## src/rtl/ahb_master_if.sv

```systemverilog
// AHB-Lite bus bundle between ahb_master and the slave mux.
// Master drives the address/control/write-data side; slave returns ready/resp/rdata.
interface ahb_master_if #(
  parameter int DATAWIDTH = 16,
  parameter int ADDRWIDTH = 6
);
  logic [ADDRWIDTH-1:0] haddr;
  logic [1:0]           htrans;
  logic                 hwrite;
  logic [2:0]           hsize;
  logic [2:0]           hburst;
  logic [DATAWIDTH-1:0] hwdata;
  logic                 hready;
  logic                 hresp;
  logic [DATAWIDTH-1:0] hrdata;

  modport master (
    output haddr, htrans, hwrite, hsize, hburst, hwdata,
    input  hready, hresp, hrdata
  );

  modport slave (
    input  haddr, htrans, hwrite, hsize, hburst, hwdata,
    output hready, hresp, hrdata
  );
endinterface

```

## src/rtl/ahb_master.sv

```systemverilog
// AHB-Lite single-transfer master: pipelined address/data slots, ERROR handling.
// Define AHB_MASTER_ERR_RETRY_EN to re-issue an address phase cancelled by ERROR.
module ahb_master #(
  parameter int DATAWIDTH = 16,
  parameter int ADDRWIDTH = 6
) (
  input  logic                 hclk,
  input  logic                 hrst,
  input  logic                 enable,
  input  logic                 wr,
  input  logic [ADDRWIDTH-1:0] addr_input,
  input  logic [DATAWIDTH-1:0] data_input,
  output logic                 req_ready,
  output logic [DATAWIDTH-1:0] data_output,
  output logic                 rd_valid,
  output logic                 wr_done,
  output logic                 err,
  ahb_master_if.master         bus
);

  typedef enum logic [1:0] {
    HT_IDLE   = 2'b00,
    HT_NONSEQ = 2'b10
  } htrans_e;

  localparam logic [2:0] HSIZE =
    (DATAWIDTH == 32) ? 3'd2 :
    (DATAWIDTH == 16) ? 3'd1 : 3'd0;

  // A slot: address/wr live in haddr_q/hwrite_q
  logic                 a_vld_q, a_vld_d;
  logic [DATAWIDTH-1:0] a_wdata_q, a_wdata_d;
  logic                 d_vld_q, d_vld_d;
  logic                 d_wr_q, d_wr_d;

  logic [ADDRWIDTH-1:0] haddr_q, haddr_d;
  htrans_e              htrans_q, htrans_d;
  logic                 hwrite_q, hwrite_d;
  logic [DATAWIDTH-1:0] hwdata_q, hwdata_d;

  logic [DATAWIDTH-1:0] rdata_q, rdata_d;
  logic                 rd_valid_q, rd_valid_d;
  logic                 wr_done_q, wr_done_d;
  logic                 err_q, err_d;

`ifdef AHB_MASTER_ERR_RETRY_EN
  logic                 hold_q, hold_d;
  logic                 reiss_q, reiss_d;
`endif

  logic accept;
  logic err_hit;

  always_comb begin
    req_ready = !hrst && !bus.hresp && (!a_vld_q || bus.hready);
`ifdef AHB_MASTER_ERR_RETRY_EN
    // a parked or re-issued address phase blocks new requests
    req_ready = req_ready && !hold_q && !reiss_q;
`endif
  end

  assign accept  = enable && req_ready;
  assign err_hit = d_vld_q && bus.hresp;

  always_comb begin
    a_vld_d    = a_vld_q;
    a_wdata_d  = a_wdata_q;
    d_vld_d    = d_vld_q;
    d_wr_d     = d_wr_q;
    haddr_d    = haddr_q;
    htrans_d   = htrans_q;
    hwrite_d   = hwrite_q;
    hwdata_d   = hwdata_q;
    rdata_d    = rdata_q;
    rd_valid_d = 1'b0;
    wr_done_d  = 1'b0;
    err_d      = 1'b0;
`ifdef AHB_MASTER_ERR_RETRY_EN
    hold_d     = hold_q;
    reiss_d    = reiss_q;
`endif

    if (err_hit) begin
      htrans_d = HT_IDLE;
      a_vld_d  = 1'b0;
`ifdef AHB_MASTER_ERR_RETRY_EN
      if (a_vld_q) hold_d = 1'b1;
`endif
      if (bus.hready) begin
        d_vld_d = 1'b0;
        err_d   = 1'b1;
`ifdef AHB_MASTER_ERR_RETRY_EN
        if (hold_q || a_vld_q) begin
          a_vld_d  = 1'b1;
          hold_d   = 1'b0;
          reiss_d  = 1'b1;
          htrans_d = HT_NONSEQ;
        end
`endif
      end
    end else begin
      if (bus.hready && d_vld_q) begin
        d_vld_d = 1'b0;
        if (d_wr_q) begin
          wr_done_d = 1'b1;
        end else begin
          rdata_d    = bus.hrdata;
          rd_valid_d = 1'b1;
        end
      end

      if (bus.hready && a_vld_q) begin
        d_vld_d  = 1'b1;
        d_wr_d   = hwrite_q;
        a_vld_d  = 1'b0;
        htrans_d = HT_IDLE;
        if (hwrite_q) hwdata_d = a_wdata_q;
`ifdef AHB_MASTER_ERR_RETRY_EN
        reiss_d  = 1'b0;
`endif
      end

      if (accept) begin
        a_vld_d   = 1'b1;
        a_wdata_d = data_input;
        haddr_d   = addr_input;
        hwrite_d  = wr;
        htrans_d  = HT_NONSEQ;
      end
    end
  end

  always_ff @(posedge hclk) begin
    if (hrst) begin
      a_vld_q    <= 1'b0;
      a_wdata_q  <= '0;
      d_vld_q    <= 1'b0;
      d_wr_q     <= 1'b0;
      haddr_q    <= '0;
      htrans_q   <= HT_IDLE;
      hwrite_q   <= 1'b0;
      hwdata_q   <= '0;
      rdata_q    <= '0;
      rd_valid_q <= 1'b0;
      wr_done_q  <= 1'b0;
      err_q      <= 1'b0;
`ifdef AHB_MASTER_ERR_RETRY_EN
      hold_q     <= 1'b0;
      reiss_q    <= 1'b0;
`endif
    end else begin
      a_vld_q    <= a_vld_d;
      a_wdata_q  <= a_wdata_d;
      d_vld_q    <= d_vld_d;
      d_wr_q     <= d_wr_d;
      haddr_q    <= haddr_d;
      htrans_q   <= htrans_d;
      hwrite_q   <= hwrite_d;
      hwdata_q   <= hwdata_d;
      rdata_q    <= rdata_d;
      rd_valid_q <= rd_valid_d;
      wr_done_q  <= wr_done_d;
      err_q      <= err_d;
`ifdef AHB_MASTER_ERR_RETRY_EN
      hold_q     <= hold_d;
      reiss_q    <= reiss_d;
`endif
    end
  end

  assign bus.haddr   = haddr_q;
  assign bus.htrans  = htrans_q;
  assign bus.hwrite  = hwrite_q;
  assign bus.hsize   = HSIZE;
  assign bus.hburst  = 3'b000;
  assign bus.hwdata  = hwdata_q;

  assign data_output = rdata_q;
  assign rd_valid    = rd_valid_q;
  assign wr_done     = wr_done_q;
  assign err         = err_q;

endmodule

```

## src/flat_wrapper.sv

```systemverilog
// flat-port wrapper written by rule: the top's interface ports become plain ports
module ahb_master_flat 
#(
  parameter int DATAWIDTH = 16,
  parameter int ADDRWIDTH = 6
)
  (hclk, hrst, enable, wr, addr_input, data_input, req_ready, data_output, rd_valid, wr_done, err, bus_haddr, bus_htrans, bus_hwrite, bus_hsize, bus_hburst, bus_hwdata, bus_hready, bus_hresp, bus_hrdata);
  ahb_master_if #(.DATAWIDTH(DATAWIDTH), .ADDRWIDTH(ADDRWIDTH)) bus_i ();
  input  logic hclk;
  input  logic hrst;
  input  logic enable;
  input  logic wr;
  input  logic [ADDRWIDTH-1:0] addr_input;
  input  logic [DATAWIDTH-1:0] data_input;
  output logic req_ready;
  output logic [DATAWIDTH-1:0] data_output;
  output logic rd_valid;
  output logic wr_done;
  output logic err;
  output wire logic [$bits(bus_i.haddr)-1:0] bus_haddr;
  output wire logic [$bits(bus_i.htrans)-1:0] bus_htrans;
  output wire logic [$bits(bus_i.hwrite)-1:0] bus_hwrite;
  output wire logic [$bits(bus_i.hsize)-1:0] bus_hsize;
  output wire logic [$bits(bus_i.hburst)-1:0] bus_hburst;
  output wire logic [$bits(bus_i.hwdata)-1:0] bus_hwdata;
  input wire logic [$bits(bus_i.hready)-1:0] bus_hready;
  input wire logic [$bits(bus_i.hresp)-1:0] bus_hresp;
  input wire logic [$bits(bus_i.hrdata)-1:0] bus_hrdata;
  assign bus_haddr = bus_i.haddr;
  assign bus_htrans = bus_i.htrans;
  assign bus_hwrite = bus_i.hwrite;
  assign bus_hsize = bus_i.hsize;
  assign bus_hburst = bus_i.hburst;
  assign bus_hwdata = bus_i.hwdata;
  assign bus_i.hready = bus_hready;
  assign bus_i.hresp = bus_hresp;
  assign bus_i.hrdata = bus_hrdata;
  ahb_master #(.DATAWIDTH(DATAWIDTH), .ADDRWIDTH(ADDRWIDTH)) u_core (.hclk(hclk), .hrst(hrst), .enable(enable), .wr(wr), .addr_input(addr_input), .data_input(data_input), .req_ready(req_ready), .data_output(data_output), .rd_valid(rd_valid), .wr_done(wr_done), .err(err), .bus(bus_i));
endmodule
```

## config.mk

```make
export PLATFORM = sky130hd
export DESIGN_NAME = ahb_master_flat
export DESIGN_NICKNAME = d
export VERILOG_FILES = /design/src/rtl/ahb_master_if.sv /design/src/rtl/ahb_master.sv /design/src/flat_wrapper.sv
export SDC_FILE = /design/constraint.sdc
export NUM_CORES = 1
export LEC_CHECK = 0
export CORE_MARGIN = 10
export CORE_UTILIZATION = 38
export DETAILED_ROUTE_END_ITERATION = 8
export GPL_TIMING_DRIVEN = 0
export PLACE_DENSITY = 0.75
export SYNTH_ARGS = -nofsm -noshare
export SYNTH_HDL_FRONTEND = slang
export SYNTH_SLANG_ARGS = --single-unit
```

## constraint.sdc

```tcl
create_clock -name hclk -period 1.1 [get_ports hclk]
set_input_delay 0.11 -clock hclk [delete_from_list [all_inputs] [get_ports hclk]]
set_output_delay 0.11 -clock hclk [all_outputs]
set_load 0.03 [all_outputs]
```

==> flow_summary.json, run 1 <==
{
  "setup_viol": 21,
  "cap_violations": 0,
  "yosys.area.top_type_share_pct": 51.75,
  "violations": "setup timing",
  "p_leak_nw": 1.865,
  "clock-sinks": 61,
  "layout_min_cycle_time_ns": 1.203,
  "fmax_mhz": 831.1,
  "hpwl_mm": 4.521,
  "final_cell_area_um2": 3716,
  "relSlewSlack_pct": 57.12,
  "clk_pin_slew_ns": 0.06,
  "drv_slew": 0,
  "cts_buffers": 9,
  "die_height_um": 98.80,
  "hold_violations": 0,
  "worst_slack_ns": -0.1032,
  "viasPerCell": 4.612,
  "ys_ff_latch": 61,
  "synthCells": 257,
  "cts_tree": "done",
  "powerDensity_nw_per_um2": 1274,
  "peakVddDrop_v": 0.0009295,
  "grt_pass1_wl_mm": 9.998,
  "critPathCaptureType": "output port",
  "grt_max_degree": 11,
  "ys_top_cells_by_area": "dfxtp_1 52%, mux2i_1 14%, nand2_1 10%",
  "hold_class": "in2reg",
  "ys_types": 27,
  "cp_data_arrival_time_ns": 1.09,
  "drc": 0,
  "tightest_slew_ns": 0.6432,
  "antenna_found_initial": 0,
  "status": "finished with violations",
  "grt_usage_pct": 12.40,
  "syn_area_um2": 2360,
  "yosys_warnings": 0,
  "wl_per_cell_um": 14.42,
  "vias": 2080,
  "drive_gt1_share_pct": 33.51,
  "design.core.area_um2": 5991,
  "drt_iter0_drc": 37,
  "worstSetupStartpointType": "flip-flop",
  "portBuffers": 87,
  "seq_area_frac_synth_pct": 51.75,
  "routed_wl_mm": 6.504,
  "antenna_cells": 0,
  "drtPass1Iterations": 4,
  "num_rows": 28,
  "path_max_fanout": 3,
  "fin_skew_ns": 0.007860,
  "initial_core_util_pct": 39.39,
  "clk_latency_ns": 0.33,
  "antenna_left": 0,
  "place.gp.congestion": 0.7303,
  "fp.dieW_um": 98.80,
  "synthToLayoutAreaGrowth_pct": 57.48,
  "design.die.area_um2": 9761,
  "grt_setup_unrepaired": "yes",
  "placed_area_um2": 3371,
  "io-pin-count": 95,
  "synth_largest_area_cell": "dfxtp_1",
  "clock_tree.root_cell": "clkbuf_8",
  "h-tree-depth": 3,
  "nNetsFinal": 416,
  "setup-tns-final_ns": -0.6784,
  "grt_overflow": 0,
  "worst-setup-path-type": "reg2out",
  "finalCritPeriodShare_pct": 109.4,
  "clk_path_buf_depth": 2,
  "grt_pass1_vias": 1989,
  "critPathRequiredTime_ns": 0.99,
  "syn_avg_cell_area_um2": 9.182,
  "hold_buffers": 0
}
layout by cell type (no fill, tap or decap), types with 2 or more instances in the layout:
cell,count
nand2_2,3
mux2i_1,32
clkbuf_16,2
nand2_4,5
dlygate4sd2_1,2
clkdlybuf4s15_2,4
clkinv_2,2
conb_1,7
buf_6,8
nor2_1,2
dfxtp_1,57
clkdlybuf4s50_1,40
a21oi_1,7
buf_12,3
o21ai_1,7
buf_2,39
inv_1,25
nand2_1,57
o311ai_2,6
buf_4,16
dfxtp_2,3
buf_8,2
clkbuf_1,4
a21oi_2,11
clkbuf_8,11
per-layer routing:
layer	routed length, µm	global-route usage [%]	share of wire, %
met5	0	0	0
met1	2799	14.78	43
met2	2951	18.89	45
met4	31	2.646	0.48
met3	721	7.193	11
worst max-delay path, stage by stage (launching register included):
cell and delay [ns]:
dfxtp_2 0.33, nor2b_4 0.14, nor3_4 0.14, buf_6 0.16
timing repair:
| item | CTS | global route |
|---|---|---|
| cloned | 1 | 2 |
| resized for setup | 162 | 118 |
| buffers inserted | 5 | 5 |
| endpoints found under the setup margin | 96 | 87 |
| pin swaps | 1 | 17 |
stage by stage:
step	util (%)	hold slack, ns	power [W]	cells	setup slack [ns]
5_1_grt	62.03	0.1898	0.004942	451	-0.1449
4_1_cts	61.26	0.2999	0.004719	444	-0.1842
3_3_place_gp	56.27	0.4422	0.002816	424	-0.8105
6_report	62.03	0.1834	0.004733	451	-0.1032
2_1_floorplan	-	0.1858	0.002575	262	-0.03232
3_5_place_dp	56.27	0.4468	0.002822	424	-0.8222
state kept, by name (all words and copies together), names as in the netlist:
| name | count |
|---|---|
| u_core.err | 1 |
| u_core.wr_done | 1 |
| u_core.d_wr_q | 1 |
| u_core.d_vld_q | 1 |
| u_core.a_vld_q | 1 |
| u_core.bus.hwrite | 1 |
| u_core.rd_valid | 1 |
| u_core.a_wdata_q | 16 |
| u_core.data_output | 16 |
| u_core.bus.haddr | 6 |
| u_core.bus.hwdata | 16 |
power by group:
part           internal, W  switching, W
Clock              0.00109      0.000826
Combinational     0.000269      0.000263
Sequential         0.00226     0.0000214
path summary, 6_finish.rpt:
| check | depth (start not counted) | to | start | slack, ns |
|---|---|---|---|---|
| hold reg to reg | 2 | u_core.data_output[0]$_SDFFE_PP0P_ | u_core.data_output[0]$_SDFFE_PP0P_ | 0.45 |
| hold / removal | 3 | u_core.err$_SDFF_PP0_ | bus_hresp | 0.18 |
| setup reg to reg | 4 | u_core.a_wdata_q[14]$_SDFFE_PP0P_ | u_core.a_vld_q$_SDFFE_PP0P_ | -0.07 |
| setup / recovery | 3 | req_ready | u_core.a_vld_q$_SDFFE_PP0P_ | -0.10 |
cell families after synthesis:
kind of cell | count (synthesis) | share of synthesized area, %
simple gates | 78 | 14.79
flops | 61 | 51.75
buf+inv | 50 | 10.92
compound gates | 34 | 8.643
mux | 32 | 13.57
other cells | 2 | 0.3183
synth_stat cells (all sizes together):
cell	number
inv	26
nor2	3
nand3	1
a21oi	18
dfxtp	61
o311ai	7
nor3	1
nand2	65
nor3b	1
buf	18
conb	2
nand4bb	1
clkbuf	6
nand2b	1
a2bb2oi	1
mux2i	32
a31o	1
and4bb	1
o21ai	7
nand4	1
nand3b	1
nor2b	1
and4	1
area by class of cell:
cell class | instances | area (µm²)
fill | 534 | 2275
tap | 75 | 93.84
clock inverter | 4 | 48.80
clock buffer | 11 | 141.4
multi-input combinational | 151 | 1047
buffer | 23 | 217.7
inverter | 26 | 97.59
sequential | 61 | 1229
timing repair buffer | 100 | 840.8
Note: power is estimated with default switching activity, not from simulation.
==> run 2, diff against run 1 <==
--- a/config.mk
+++ b/config.mk
@@ -6,10 +6,12 @@
 export NUM_CORES = 1
 export LEC_CHECK = 0
 export CORE_MARGIN = 10
-export CORE_UTILIZATION = 38
+export CORE_UTILIZATION = 39
+export CTS_CLUSTER_SIZE = 20
 export DETAILED_ROUTE_END_ITERATION = 8
 export GPL_TIMING_DRIVEN = 0
-export PLACE_DENSITY = 0.75
+export PLACE_DENSITY = 0.76
+export SLEW_MARGIN = 20
 export SYNTH_ARGS = -nofsm -noshare
 export SYNTH_HDL_FRONTEND = slang
 export SYNTH_SLANG_ARGS = --single-unit
==> run 2 against run 1 <==
Compared with the run above:
- the run still ends with setup timing left
- first-iteration DRC count is 70% higher
- global-route usage is 0.51 points higher
- via count hardly changed
- highest routed layer unchanged
- sequential share of layout area is 1.3 points lower
- critical path depth stayed put
==> flow_summary.json, run 2 (same netlist as run 1, synthesis figures left out) <==
{
  "wl_per_cell_um": 14.81,
  "nNetsFinal": 416,
  "worst-setup-path-type": "reg2out",
  "worst-path-buf-inv": 1,
  "drc": 0,
  "grt_usage_pct": 12.92,
  "clock_tree.root_cell": "clkbuf_8",
  "clk_path_buf_depth": 2,
  "fp.dieW_um": 97.79,
  "placed_area_um2": 3371,
  "design.die.area_um2": 9562,
  "hold_buffers": 0,
  "status": "finished with violations",
  "portBuffers": 87,
  "ff2ff_setup_slack_ns": -0.08,
  "worstSetupStartpointType": "flip-flop",
  "hpwl_mm": 4.625,
  "io-pin-count": 95,
  "layout_min_cycle_time_ns": 1.189,
  "cap_violations": 0,
  "hold_violations": 0,
  "critPathMaxStageDelay_ns": 0.33,
  "drt_iter0_drc": 63,
  "grt_max_degree": 18,
  "antenna_found_initial": 0,
  "layout_common_cells": "57 x dfxtp_1, 50 x nand2_1, 40 x clkdlybuf4s50_1, 37 x buf_2, 31 x mux2i_1",
  "num_rows": 28,
  "drv_slew": 0,
  "synthToLayoutAreaGrowth_pct": 63.84,
  "setup_viol": 31,
  "timing.hold.ws_ns": 0.2859,
  "drive_gt1_share_pct": 37.67,
  "initial_core_util_pct": 40.09,
  "relSlewSlack_pct": 57.66,
  "cts_tree": "done",
  "worst_slack_ns": -0.08918,
  "path_max_fanout": 3,
  "post-place-ws_ns": -0.7993,
  "grt_setup_unrepaired": "yes",
  "antenna_cells": 0,
  "clk_pin_slew_ns": 0.06,
  "violations": "setup timing",
  "cts_buffers": 9,
  "viasPerCell": 4.597,
  "final_common_cell": "dfxtp_1",
  "finalCritPeriodShare_pct": 108.1,
  "grt_overflow": 0,
  "grt_pass1_wl_mm": 10.03,
  "clk_latency_ns": 0.34,
  "setup-tns-final_ns": -1.140,
  "critPathTopFamily": "flip-flops",
  "grt_pass1_vias": 2097,
  "powerDensity_nw_per_um2": 1373,
  "tightest_slew_ns": 0.6351,
  "cp_slowest_cell": "dfxtp_2",
  "critPathRequiredTime_ns": 0.99,
  "critPathCaptureType": "output port",
  "routed_wl_mm": 6.694,
  "drtPass1Iterations": 4,
  "p_leak_nw": 1.900,
  "antenna_left": 0,
  "cp_data_arrival_time_ns": 1.08,
  "fin_skew_ns": 0.009648,
  "crit_chain": "nor2b_4, nor3_4, buf_6",
  "peakVddDrop_v": 0.0007209,
  "fmax_mhz": 840.9,
  "final_cell_area_um2": 3866,
  "hold_class": "in2reg",
  "design.core.area_um2": 5886,
  "place.gp.congestion": 0.7481,
  "vias": 2078,
  "die_height_um": 97.79,
  "h-tree-depth": 3,
  "clock-sinks": 61
}
-- run 2: path summary, 6_finish.rpt --
path,startpoint,end,depth (start not counted)
worst max register to register,u_core.a_vld_q$_SDFFE_PP0P_,u_core.a_wdata_q[2]$_SDFFE_PP0P_,4
worst max-delay path,u_core.a_vld_q$_SDFFE_PP0P_,req_ready,3
worst min register to register,u_core.data_output[7]$_SDFFE_PP0P_,u_core.data_output[7]$_SDFFE_PP0P_,2
worst min-delay path,bus_hresp,u_core.err$_SDFF_PP0_,3
-- run 2: through the flow --
stage	power [W]	std cells	utilization, %
after global routing	0.005481	452	65.69
after floorplan	0.002575	262	-
after detailed placement	0.002822	424	57.27
after CTS	0.005311	447	62.50
final	0.005306	452	65.69
after global placement	0.002815	424	57.27
-- run 2: area by class of cell --
cell class | instances | area, µm²
flip-flops and latches | 61 | 1229
inverters | 26 | 97.59
well taps | 75 | 93.84
clock buffers | 10 | 137.6
plain buffers | 22 | 205.2
clock inverters | 6 | 110.1
multi-input cells | 151 | 1131
repair buffers | 101 | 862.1
fillers | 483 | 2019
-- run 2: per-layer routing --
layer | up-vias | part of all wire [%] | GRT usage (%)
met5 | - | 0 | 0
met4 | 0 | 1.9 | 8.277
met3 | 15 | 7.1 | 4.933
met2 | 81 | 46 | 19.47
met1 | 931 | 45 | 15.05
li1 | 1051 | - | -
-- run 2: power by group --
part           total (W)  internal (W)  switching [W]
Clock            0.00246       0.00156       0.000898
Combinational   0.000561      0.000282       0.000279
Sequential       0.00229       0.00226      0.0000241
-- run 2: repair_timing --
| item | 4_1_cts | 5_1_grt |
|---|---|---|
| pin swaps | 1 | 26 |
| resized for setup | 209 | 90 |
| cloned | 2 | 2 |
| setup endpoints to repair | 96 | 74 |
| setup buffers | 7 | 4 |
| endpoints found under the hold margin | 0 | 0 |
-- run 2: worst min-delay path: stages --
cell and delay [ns]:
dlygate4sd2_1 0.30, nand2_4 0.12, nor3b_1 0.05
